<file path="config.mk">
export PLATFORM = sky130hd
export DESIGN_NAME = uart_rx_os
export DESIGN_NICKNAME = d
export VERILOG_FILES = /design/src/rtl/uart_rx_os.sv
export SDC_FILE = /design/constraint.sdc
export NUM_CORES = 1
export LEC_CHECK = 0
export ABC_AREA = 1
export BUFFER_PORTS_ARGS = -buffer_cell sky130_fd_sc_hd__buf_4
export CORE_UTILIZATION = 50
export DETAILED_ROUTE_END_ITERATION = 8
export PLACE_DENSITY = 0.7
export SKIP_CTS_REPAIR_TIMING = 1
export SKIP_LAST_GASP = 1
export SYNTH_ARGS = -nofsm -noshare
export SYNTH_HDL_FRONTEND = slang
export SYNTH_SLANG_ARGS = --single-unit
</file>
<file path="constraint.sdc">
create_clock -name i_clk -period 2.35 [get_ports i_clk]
set_input_delay 0.3525 -clock i_clk [delete_from_list [all_inputs] [get_ports i_clk]]
set_output_delay 0.3525 -clock i_clk [all_outputs]
set_load 0.05 [all_outputs]
</file>
<file path="src/rtl/uart_rx_os.sv">
// Oversampling UART receiver: 2-flop synchroniser, tick generator, 3-sample majority vote,
// runtime parity/stop-bit selection, glitch and break detection, valid/ready holding register.
module uart_rx_os #(
    parameter int DataLength  = 8,
    parameter int Oversample  = 16,
    parameter int ClkDivWidth = 16
) (
    input  logic                   i_clk,
    input  logic                   i_rst_n,
    input  logic                   i_rx,
    input  logic [ClkDivWidth-1:0] i_clk_div,
    input  logic [1:0]             i_parity_mode,
    input  logic                   i_two_stop,
    output logic [DataLength-1:0]  o_data,
    output logic                   o_valid,
    input  logic                   i_ready,
    output logic                   o_frame_err,
    output logic                   o_parity_err,
    output logic                   o_overrun,
    input  logic                   i_clr_overrun,
    output logic                   o_break,
    output logic                   o_busy
);

    localparam int SW = $clog2(Oversample);
    localparam int BW = $clog2(DataLength + 1);
    // The n-th tick of a bit is the one seen while s_cnt == n-1.
    localparam logic [SW-1:0] SMidM2 = SW'(Oversample / 2 - 2);
    localparam logic [SW-1:0] SMidM1 = SW'(Oversample / 2 - 1);
    localparam logic [SW-1:0] SMid   = SW'(Oversample / 2);
    localparam logic [SW-1:0] SLast  = SW'(Oversample - 1);
    localparam logic [BW-1:0] BLast  = BW'(DataLength - 1);

    typedef enum logic [2:0] {
        S_IDLE, S_START, S_DATA, S_PARITY, S_STOP, S_BRKWAIT
    } state_t;

    state_t                 r_state;
    logic                   r_sync1, r_sync2, r_rx_prev;
    logic [ClkDivWidth-1:0] r_tick_cnt;
    logic [SW-1:0]          r_s_cnt;
    logic [BW-1:0]          r_bit_cnt;
    logic [DataLength-1:0]  r_shift;
    logic                   r_smp0, r_smp1;
    logic                   r_par_en, r_odd, r_two;
    logic                   r_par_bit, r_par_err, r_ferr, r_stop2;

    logic w_rx_s, w_idle, w_fall, w_tick, w_bitclk, w_vote_now, w_bit_end;
    logic w_vote, w_break, w_ferr_final;

    assign w_rx_s       = r_sync2;
    assign w_idle       = (r_state == S_IDLE);
    assign w_fall       = r_rx_prev & ~r_sync2;
    assign w_tick       = (r_tick_cnt >= i_clk_div);
    assign w_bitclk     = w_tick && (r_state != S_IDLE) && (r_state != S_BRKWAIT);
    assign w_vote_now   = w_bitclk && (r_s_cnt == SMid);
    assign w_bit_end    = w_bitclk && (r_s_cnt == SLast);
    assign w_vote       = (r_smp0 & r_smp1) | (r_smp0 & w_rx_s) | (r_smp1 & w_rx_s);
    assign w_break      = (r_shift == '0) && !(r_par_en && r_par_bit) && !w_vote;
    assign w_ferr_final = r_ferr | ~w_vote;
    assign o_busy       = ~w_idle;

    always_ff @(posedge i_clk or negedge i_rst_n) begin
        if (!i_rst_n) begin
            r_sync1   <= 1'b1;
            r_sync2   <= 1'b1;
            r_rx_prev <= 1'b1;
        end else begin
            r_sync1   <= i_rx;
            r_sync2   <= r_sync1;
            r_rx_prev <= r_sync2;
        end
    end

    // Restarting the divider on the start edge phase-aligns every later sample to it.
    always_ff @(posedge i_clk or negedge i_rst_n) begin
        if (!i_rst_n) begin
            r_tick_cnt <= '0;
        end else if ((w_idle && w_fall) || w_tick) begin
            r_tick_cnt <= '0;
        end else begin
            r_tick_cnt <= r_tick_cnt + ClkDivWidth'(1);
        end
    end

    always_ff @(posedge i_clk or negedge i_rst_n) begin
        if (!i_rst_n) begin
            r_state      <= S_IDLE;
            r_s_cnt      <= '0;
            r_bit_cnt    <= '0;
            r_shift      <= '0;
            r_smp0       <= 1'b1;
            r_smp1       <= 1'b1;
            r_par_en     <= 1'b0;
            r_odd        <= 1'b0;
            r_two        <= 1'b0;
            r_par_bit    <= 1'b0;
            r_par_err    <= 1'b0;
            r_ferr       <= 1'b0;
            r_stop2      <= 1'b0;
            o_data       <= '0;
            o_valid      <= 1'b0;
            o_frame_err  <= 1'b0;
            o_parity_err <= 1'b0;
            o_overrun    <= 1'b0;
            o_break      <= 1'b0;
        end else begin
            o_break <= 1'b0;
            if (o_valid && i_ready) o_valid <= 1'b0;
            if (i_clr_overrun) o_overrun <= 1'b0;
            if (w_bitclk) r_s_cnt <= (r_s_cnt == SLast) ? '0 : r_s_cnt + SW'(1);
            if (w_bitclk && r_s_cnt == SMidM2) r_smp0 <= w_rx_s;
            if (w_bitclk && r_s_cnt == SMidM1) r_smp1 <= w_rx_s;

            case (r_state)
                S_IDLE: begin
                    if (w_fall) begin
                        r_state   <= S_START;
                        r_s_cnt   <= '0;
                        r_bit_cnt <= '0;
                        r_par_en  <= i_parity_mode[1];
                        r_odd     <= i_parity_mode[0];
                        r_two     <= i_two_stop;
                        r_par_bit <= 1'b0;
                        r_par_err <= 1'b0;
                        r_ferr    <= 1'b0;
                        r_stop2   <= 1'b0;
                    end
                end
                S_START: begin
                    if (w_vote_now && w_vote) r_state <= S_IDLE;
                    else if (w_bit_end) r_state <= S_DATA;
                end
                S_DATA: begin
                    if (w_vote_now) r_shift <= {w_vote, r_shift[DataLength-1:1]};
                    if (w_bit_end) begin
                        if (r_bit_cnt == BLast) begin
                            r_bit_cnt <= '0;
                            r_state   <= r_par_en ? S_PARITY : S_STOP;
                        end else begin
                            r_bit_cnt <= r_bit_cnt + BW'(1);
                        end
                    end
                end
                S_PARITY: begin
                    if (w_vote_now) begin
                        r_par_bit <= w_vote;
                        r_par_err <= (^r_shift) ^ w_vote ^ r_odd;
                    end
                    if (w_bit_end) r_state <= S_STOP;
                end
                S_STOP: begin
                    if (w_vote_now) begin
                        if (!r_stop2 && w_break) begin
                            o_break <= 1'b1;
                            r_state <= S_BRKWAIT;
                        end else if (r_two && !r_stop2) begin
                            r_ferr <= ~w_vote;
                        end else begin
                            // Completing at the final stop vote leaves half a bit to resync.
                            if (o_valid && !i_ready) begin
                                o_overrun <= 1'b1;
                            end else begin
                                o_data       <= r_shift;
                                o_frame_err  <= w_ferr_final;
                                o_parity_err <= r_par_en & r_par_err;
                                o_valid      <= 1'b1;
                            end
                            r_state <= S_IDLE;
                        end
                    end else if (w_bit_end) begin
                        r_stop2 <= 1'b1;
                    end
                end
                S_BRKWAIT: begin
                    if (w_rx_s) r_state <= S_IDLE;
                end
                default: r_state <= S_IDLE;
            endcase
        end
    end

endmodule

</file>
==> results.json, run 1 <==
{
  "clk_latency_ns": 0.34,
  "status": "completed",
  "cts_sinks": 60,
  "die_x_um": 85.6,
  "coreArea_um2": 6760,
  "critPathSlowestCell": "dfrtp_1",
  "p_leak_nw": 2.07,
  "yosysWarnings": 0,
  "n_fill_cell": 579,
  "antenna_left": 0,
  "drv_slew": 0,
  "netlist_instances": 407,
  "critical_path_buf_inv_count": 2,
  "postLayoutCellArea_um2": 4060,
  "cp_common_cell": "nand2_2",
  "areaGrowthSynthToFinish_pct": 16.1,
  "required_ns": 2.62,
  "syn-num-nets": 456,
  "final_cells": 537,
  "crit_path_cell_trace": "ha_1 > a21oi_1 > o21ai_0 > a21oi_1 > nand2_2 > nand2_4 > inv_6 > nand2_8 > nor2_4 > nand2_2 > buf_12 > nand2_2 > o21ai_2",
  "fin_tns_setup_ns": 0,
  "final_hold_viol_count": 0,
  "critPathTopFamily": "compound AO/OA/AOI/OAI gates",
  "cap_violations": 0,
  "num_antenna_cells": 0,
  "grt_max_degree": 61,
  "rows": 30,
  "ys_seq_area_frac": 0.431,
  "cp_max_fo": 20,
  "cts.clk_slew.worst_paths_ns": 0.08,
  "relSlewSlack": 0.509,
  "grt_pass1_wl_mm": 11.2,
  "yosysUniqueCellTypes": 37,
  "vias_per_cell": 5.00,
  "wl_met1_mm": 3.12,
  "grt_usage": 0.195,
  "htree_levels": 3,
  "initial_core_util": 0.517,
  "antenna_found_initial": 0,
  "cpPeakStageDelay_ns": 0.44,
  "port-buffer-count": 37,
  "dpl_cell_area_um2": 3850,
  "grt_pass1_vias": 2648,
  "finalNetCount": 501,
  "drt_iter0_markers": 133,
  "power.density_nw_per_um2": 771,
  "clock_path_buffers": 2,
  "ys_seq_elements": 60,
  "first_pass_iters": 4,
  "cp.arrival_ns": 2.42,
  "hold_path.class": "in2async",
  "max_freq_ghz": 0.466,
  "skew_ns": 0.0124,
  "synth-edff-count": 0,
  "cts_root_buf": "clkbuf_8",
  "die-height_um": 85.6,
  "met3WireLength_um": 216,
  "period_minus_slack_ns": 2.15,
  "cp-end-kind": "register",
  "drive_gt1_frac": 0.265,
  "ir_drop_uv": 449,
  "synthFlopType": "dfrtp_1",
  "period_share": 0.913,
  "routed_wl_mm": 6.25,
  "top_layer": "met4",
  "async_flop_share": 1.00,
  "ios": 38,
  "dpl.hpwl_mm": 4.70,
  "met2WireLength_mm": 2.80,
  "utilization": 0.601,
  "cts_buffers": 9,
  "drc": 0,
  "rrSetupSlack_ns": 0.20,
  "startpoint_type": "register",
  "gp_congestion": 0.878,
  "syn_area_um2": 3500,
  "setup_violations": 0,
  "syn_area_per_cell_um2": 8.59,
  "cts_tree": "yes",
  "dp.cells": 521,
  "grt_setup_unrepaired": "false",
  "vias": 2687,
  "max_slew.worst_pin.slew_ns": 0.736,
  "overflow": 0,
  "design.die.area_um2": 7330,
  "routedWlPerCell_um": 11.6,
  "path_class": "reg2reg"
}
-- state kept, by name, indices dropped and copies added (netlist names), 3 cells and up --
| name | flops |
|---|---|
| r_shift | 8 |
| o_data | 8 |
| r_s_cnt | 4 |
| r_bit_cnt | 4 |
| r_tick_cnt | 16 |
| r_state | 3 |
-- metal layers --
layer,GRT usage,vias up
li1,-,1391
met1,0.256,1239
met2,0.317,47
met3,0.0414,10
met4,0.0773,0
met5,0,-
-- cell usage after synthesis (all sizes together) (2+ instances only) --
cell type  count  area (um^2)
dfrtp         55         1380
dfstp          5          131
o22ai          2         12.5
xor2           6         52.6
nand2        102          452
o21ai         34          211
inv           68          263
ha            25          313
buf            4         41.3
nor3b          7         62.6
nand4          7         43.8
a21oi         19          103
nor3           9         61.3
nand3         15         90.1
a211oi         2         15.0
nor2          40          213
xnor2          3         26.3
-- final timing paths --
kind / start / end / cells after the start
worst max-delay path: r_tick_cnt[11] / o_frame_err / 13
worst min-delay path: i_rst_n / o_data[3] / 1
worst max register to register: r_tick_cnt[11] / o_frame_err / 13
worst min register to register: r_sync1 / r_sync2 / 0
max in group asynchronous: i_rst_n / r_s_cnt[2] / 1
min in group i_clk: i_rx / r_sync1 / 1
-- cell usage in the layout (no fill, tap or decap), types with 2 or more instances in the layout --
cell | synthesis | layout
clkinv_4 | 0 | 2
inv_1 | 59 | 59
nor3b_1 | 5 | 5
nor2_2 | 7 | 7
nand2_2 | 18 | 18
a21oi_2 | 2 | 2
nand3_1 | 12 | 12
o21ai_1 | 2 | 2
nand3_2 | 3 | 3
o21ai_2 | 11 | 10
a211oi_1 | 2 | 2
buf_4 | 1 | 37
o21ai_0 | 21 | 21
nor3b_2 | 2 | 2
dfrtp_1 | 55 | 55
xor2_1 | 6 | 6
nor2_1 | 27 | 27
nand4_1 | 7 | 7
ha_1 | 25 | 25
nor2_4 | 6 | 6
nor3_1 | 7 | 7
o22ai_1 | 2 | 2
dfstp_2 | 5 | 5
inv_6 | 1 | 2
nand2_1 | 82 | 82
inv_2 | 7 | 7
xnor2_1 | 3 | 3
clkinvlp_4 | 0 | 2
a21oi_1 | 17 | 17
clkbuf_8 | 0 | 9
-- cell type report --
class,instances,area (um^2),area share
inverters,68,263,0.0647
clock buffers,9,124,0.0305
clock inverters,7,76.3,0.0188
well taps,80,100,0.0247
repair buffers,38,298,0.0733
flip-flops and latches,60,1510,0.371
multi-input cells,275,1690,0.417
-- worst reg2reg max path: stages (launching register included) --
cell     delay (ns)
dfrtp_1        0.44
ha_1           0.33
a21oi_1        0.16
o21ai_0        0.11
a21oi_1        0.26
nand2_2        0.13
nand2_4        0.11
inv_6          0.05
nand2_8        0.08
nor2_4         0.04
nand2_2        0.07
buf_12         0.17
nand2_2        0.07
o21ai_2        0.05
-- logic make-up after synthesis --
kind of cell | after synthesis | synth area share
adder cells (fa/ha/maj) | 25 | 0.0895
AO/OA/AOI/OAI | 60 | 0.104
flip-flops | 60 | 0.431
AND/OR/NAND/NOR | 181 | 0.266
buffers and inverters | 72 | 0.0870
XOR/XNOR | 9 | 0.0225
-- metrics by stage --
step / hold WS [ns] / setup WS, ns / total power (W)
2_1_floorplan: 0.0569 / 0.440 / 0.00199
3_3_place_gp: 0.346 / 0.247 / 0.00219
3_5_place_dp: 0.348 / 0.205 / 0.00222
4_1_cts: 0.0915 / 0.217 / 0.00316
5_1_grt: 0.107 / 0.0295 / 0.00338
6_report: 0.0622 / 0.204 / 0.00313
-- power breakdown --
group | internal [W] | total, W | switching, W
Sequential | 0.00118 | 0.00133 | 0.000150
Clock | 0.000494 | 0.000931 | 0.000437
Combinational | 0.000316 | 0.000870 | 0.000554
Total | 0.00199 | 0.00313 | 0.00114
Power figures use the tool's default switching activity.
==> inputs of run 2 (changes only) <==
CELL_PAD_IN_SITES_DETAIL_PLACEMENT = 0   (was unset)
CELL_PAD_IN_SITES_GLOBAL_PLACEMENT = 1   (was unset)
CORE_UTILIZATION = 45   (was 50)
GPL_TIMING_DRIVEN = 0   (was unset)
PLACE_DENSITY = unset   (was 0.7)
PLACE_DENSITY_LB_ADDON = 0.1   (was unset)
==> run 2 against run 1 <==
Compared with the run above:
- sequential share of layout area shrank 0.40 points
- cell count grew 4.3%
- first-iteration DRC count shrank 59%
- critical path depth is the same
- clock power shrank 4.3%
- hold slack gained 0.0059 ns
- maximum frequency grew 0.26%
- sequential power is essentially flat
- critical path type unchanged
- highest routed layer unchanged
==> results.json, run 2 (synthesis gave the netlist of run 1 again) <==
{
  "status": "completed",
  "cts_root_buf": "clkbuf_8",
  "die_x_um": 90.1,
  "clock_path_buffers": 2,
  "period_share": 0.911,
  "overflow": 0,
  "cts_buffers": 9,
  "routed_wl_mm": 6.41,
  "design.die.area_um2": 8130,
  "port-buffer-count": 37,
  "finalNetCount": 505,
  "pwr-share-seq": 0.427,
  "die-height_um": 90.1,
  "clk_latency_ns": 0.34,
  "hold_path.class": "in2async",
  "first_pass_iters": 4,
  "postLayoutCellArea_um2": 4110,
  "cap_violations": 0,
  "areaGrowthSynthToFinish_pct": 17.5,
  "grt_max_degree": 61,
  "vias_per_cell": 4.69,
  "top_register": "r_tick_cnt",
  "antenna_found_initial": 0,
  "cp.arrival_ns": 2.41,
  "grt_setup_unrepaired": "false",
  "startpoint_type": "register",
  "grt_pass1_wl_mm": 11.9,
  "routedWlPerCell_um": 11.4,
  "p_leak_nw": 2.09,
  "power.switching_w": 0.00111,
  "htree_levels": 3,
  "seqCellArea_um2": 1510,
  "n_fill_cell": 715,
  "cts_sinks": 60,
  "gp_congestion": 0.776,
  "cp-end-kind": "register",
  "final_common_cell": "nand2_1",
  "power.density_nw_per_um2": 754,
  "relSlewSlack": 0.494,
  "largestRegisters": "r_tick_cnt: 16 flops, o_data: 8 flops, r_shift: 8 flops",
  "power_frac_comb": 0.285,
  "ir_drop_uv": 480,
  "skew_ns": 0.00864,
  "cp_max_fo": 10,
  "num_antenna_cells": 0,
  "cts_tree": "yes",
  "final_hold_viol_count": 0,
  "drv_slew": 0,
  "initial_core_util": 0.474,
  "sw_frac_of_total": 0.357,
  "cts.clk_slew.worst_paths_ns": 0.07,
  "setup_violations": 0,
  "max_slew.worst_pin.slew_ns": 0.759,
  "vias": 2626,
  "antenna_left": 0,
  "rows": 31,
  "largest_register_ffs": 16,
  "dpl_cell_area_um2": 3900,
  "multiInputGateArea_um2": 1690,
  "grt_usage": 0.180,
  "max_freq_ghz": 0.467,
  "required_ns": 2.62,
  "drc": 0,
  "drt_iter0_markers": 54,
  "p_int_w": 0.00199,
  "drive_gt1_frac": 0.275,
  "fin_tns_setup_ns": 0,
  "most-common-layout-cells": "81 x nand2_1, 59 x inv_1, 54 x dfrtp_1",
  "path_class": "reg2reg",
  "ios": 38,
  "p_clk_frac": 0.288,
  "period_minus_slack_ns": 2.14,
  "dpl.hpwl_mm": 4.81,
  "grt_pass1_vias": 2646,
  "coreArea_um2": 7370
}
## run 2: cell types whose count changed in the layout (fill, tap and decap cells not counted), sizes merged
| cell | previous run | this run |
|---|---|---|
| buf | 38 | 42 |
| inv | 69 | 68 |
| clkinvlp | 2 | 3 |
## run 2: metal layers
| metal | vias to the layer above | global-route usage | part of all wire | wire (um) |
|---|---|---|---|---|
| met2 | 31 | 0.296 | 0.46 | 2920 |
| met4 | 0 | 0.0430 | 0.0083 | 53 |
| met5 | - | 0 | 0 | 0 |
| met3 | 8 | 0.0533 | 0.036 | 230 |
| li1 | 1400 | - | - | - |
| met1 | 1187 | 0.234 | 0.50 | 3200 |
## run 2: area by class of cell
cell class                 instances  share of cell area
clock buffer                       9              0.0302
inverter                          68              0.0640
clock inverter                     7              0.0164
buffer                             4              0.0101
sequential                        60               0.367
tap                               99              0.0302
multi-input combinational        275               0.412
timing repair buffer              38              0.0694
## run 2: final timing paths
check | start | endpoint | slack [ns] | cells after the start
setup / recovery | r_tick_cnt[11] | o_data[1] | 0.21 | 13
hold / removal | i_rst_n | r_tick_cnt[2] | 0.07 | 1
setup reg to reg | r_tick_cnt[11] | o_data[1] | 0.21 | 13
hold reg to reg | r_sync1 | r_sync2 | 0.36 | 0
max in group asynchronous | i_rst_n | r_tick_cnt[7] | 1.76 | 1
min in group i_clk | i_rx | r_sync1 | 0.12 | 1
## run 2: per-stage QoR
step,setup WS (ns),cells,hold slack (ns),power (W),util
finish,0.210,560,0.0682,0.00310,0.557
global route,0.00540,560,0.0941,0.00335,0.557
CTS,0.138,559,0.101,0.00313,0.555
detailed placement,0.111,543,0.353,0.00222,0.529
global placement,0.133,543,0.346,0.00220,0.529
floorplan,0.440,407,0.0569,0.00199,-
## run 2: worst max-delay path, stage by stage, from the launching register on
cell     delay [ns]
dfrtp_1        0.45
ha_1           0.34
a21oi_1        0.14
o21ai_0        0.10
a21oi_1        0.26
nand2_2        0.13
nand2_4        0.12
inv_6          0.06
nand2_8        0.09
nor2_4         0.05
nand2_2        0.07
buf_6          0.17
nand2_2        0.06
o21ai_2        0.05
## run 2: power groups by stage
stage / clock network [W] / registers, W / logic [W]
finish: 0.000891 / 0.00132 / 0.000884
global route: 0.000970 / 0.00135 / 0.00103
CTS: 0.000927 / 0.00132 / 0.000879
detailed placement: 0 / 0.00134 / 0.000873
global placement: 0 / 0.00134 / 0.000854
floorplan: 0 / 0.00130 / 0.000682
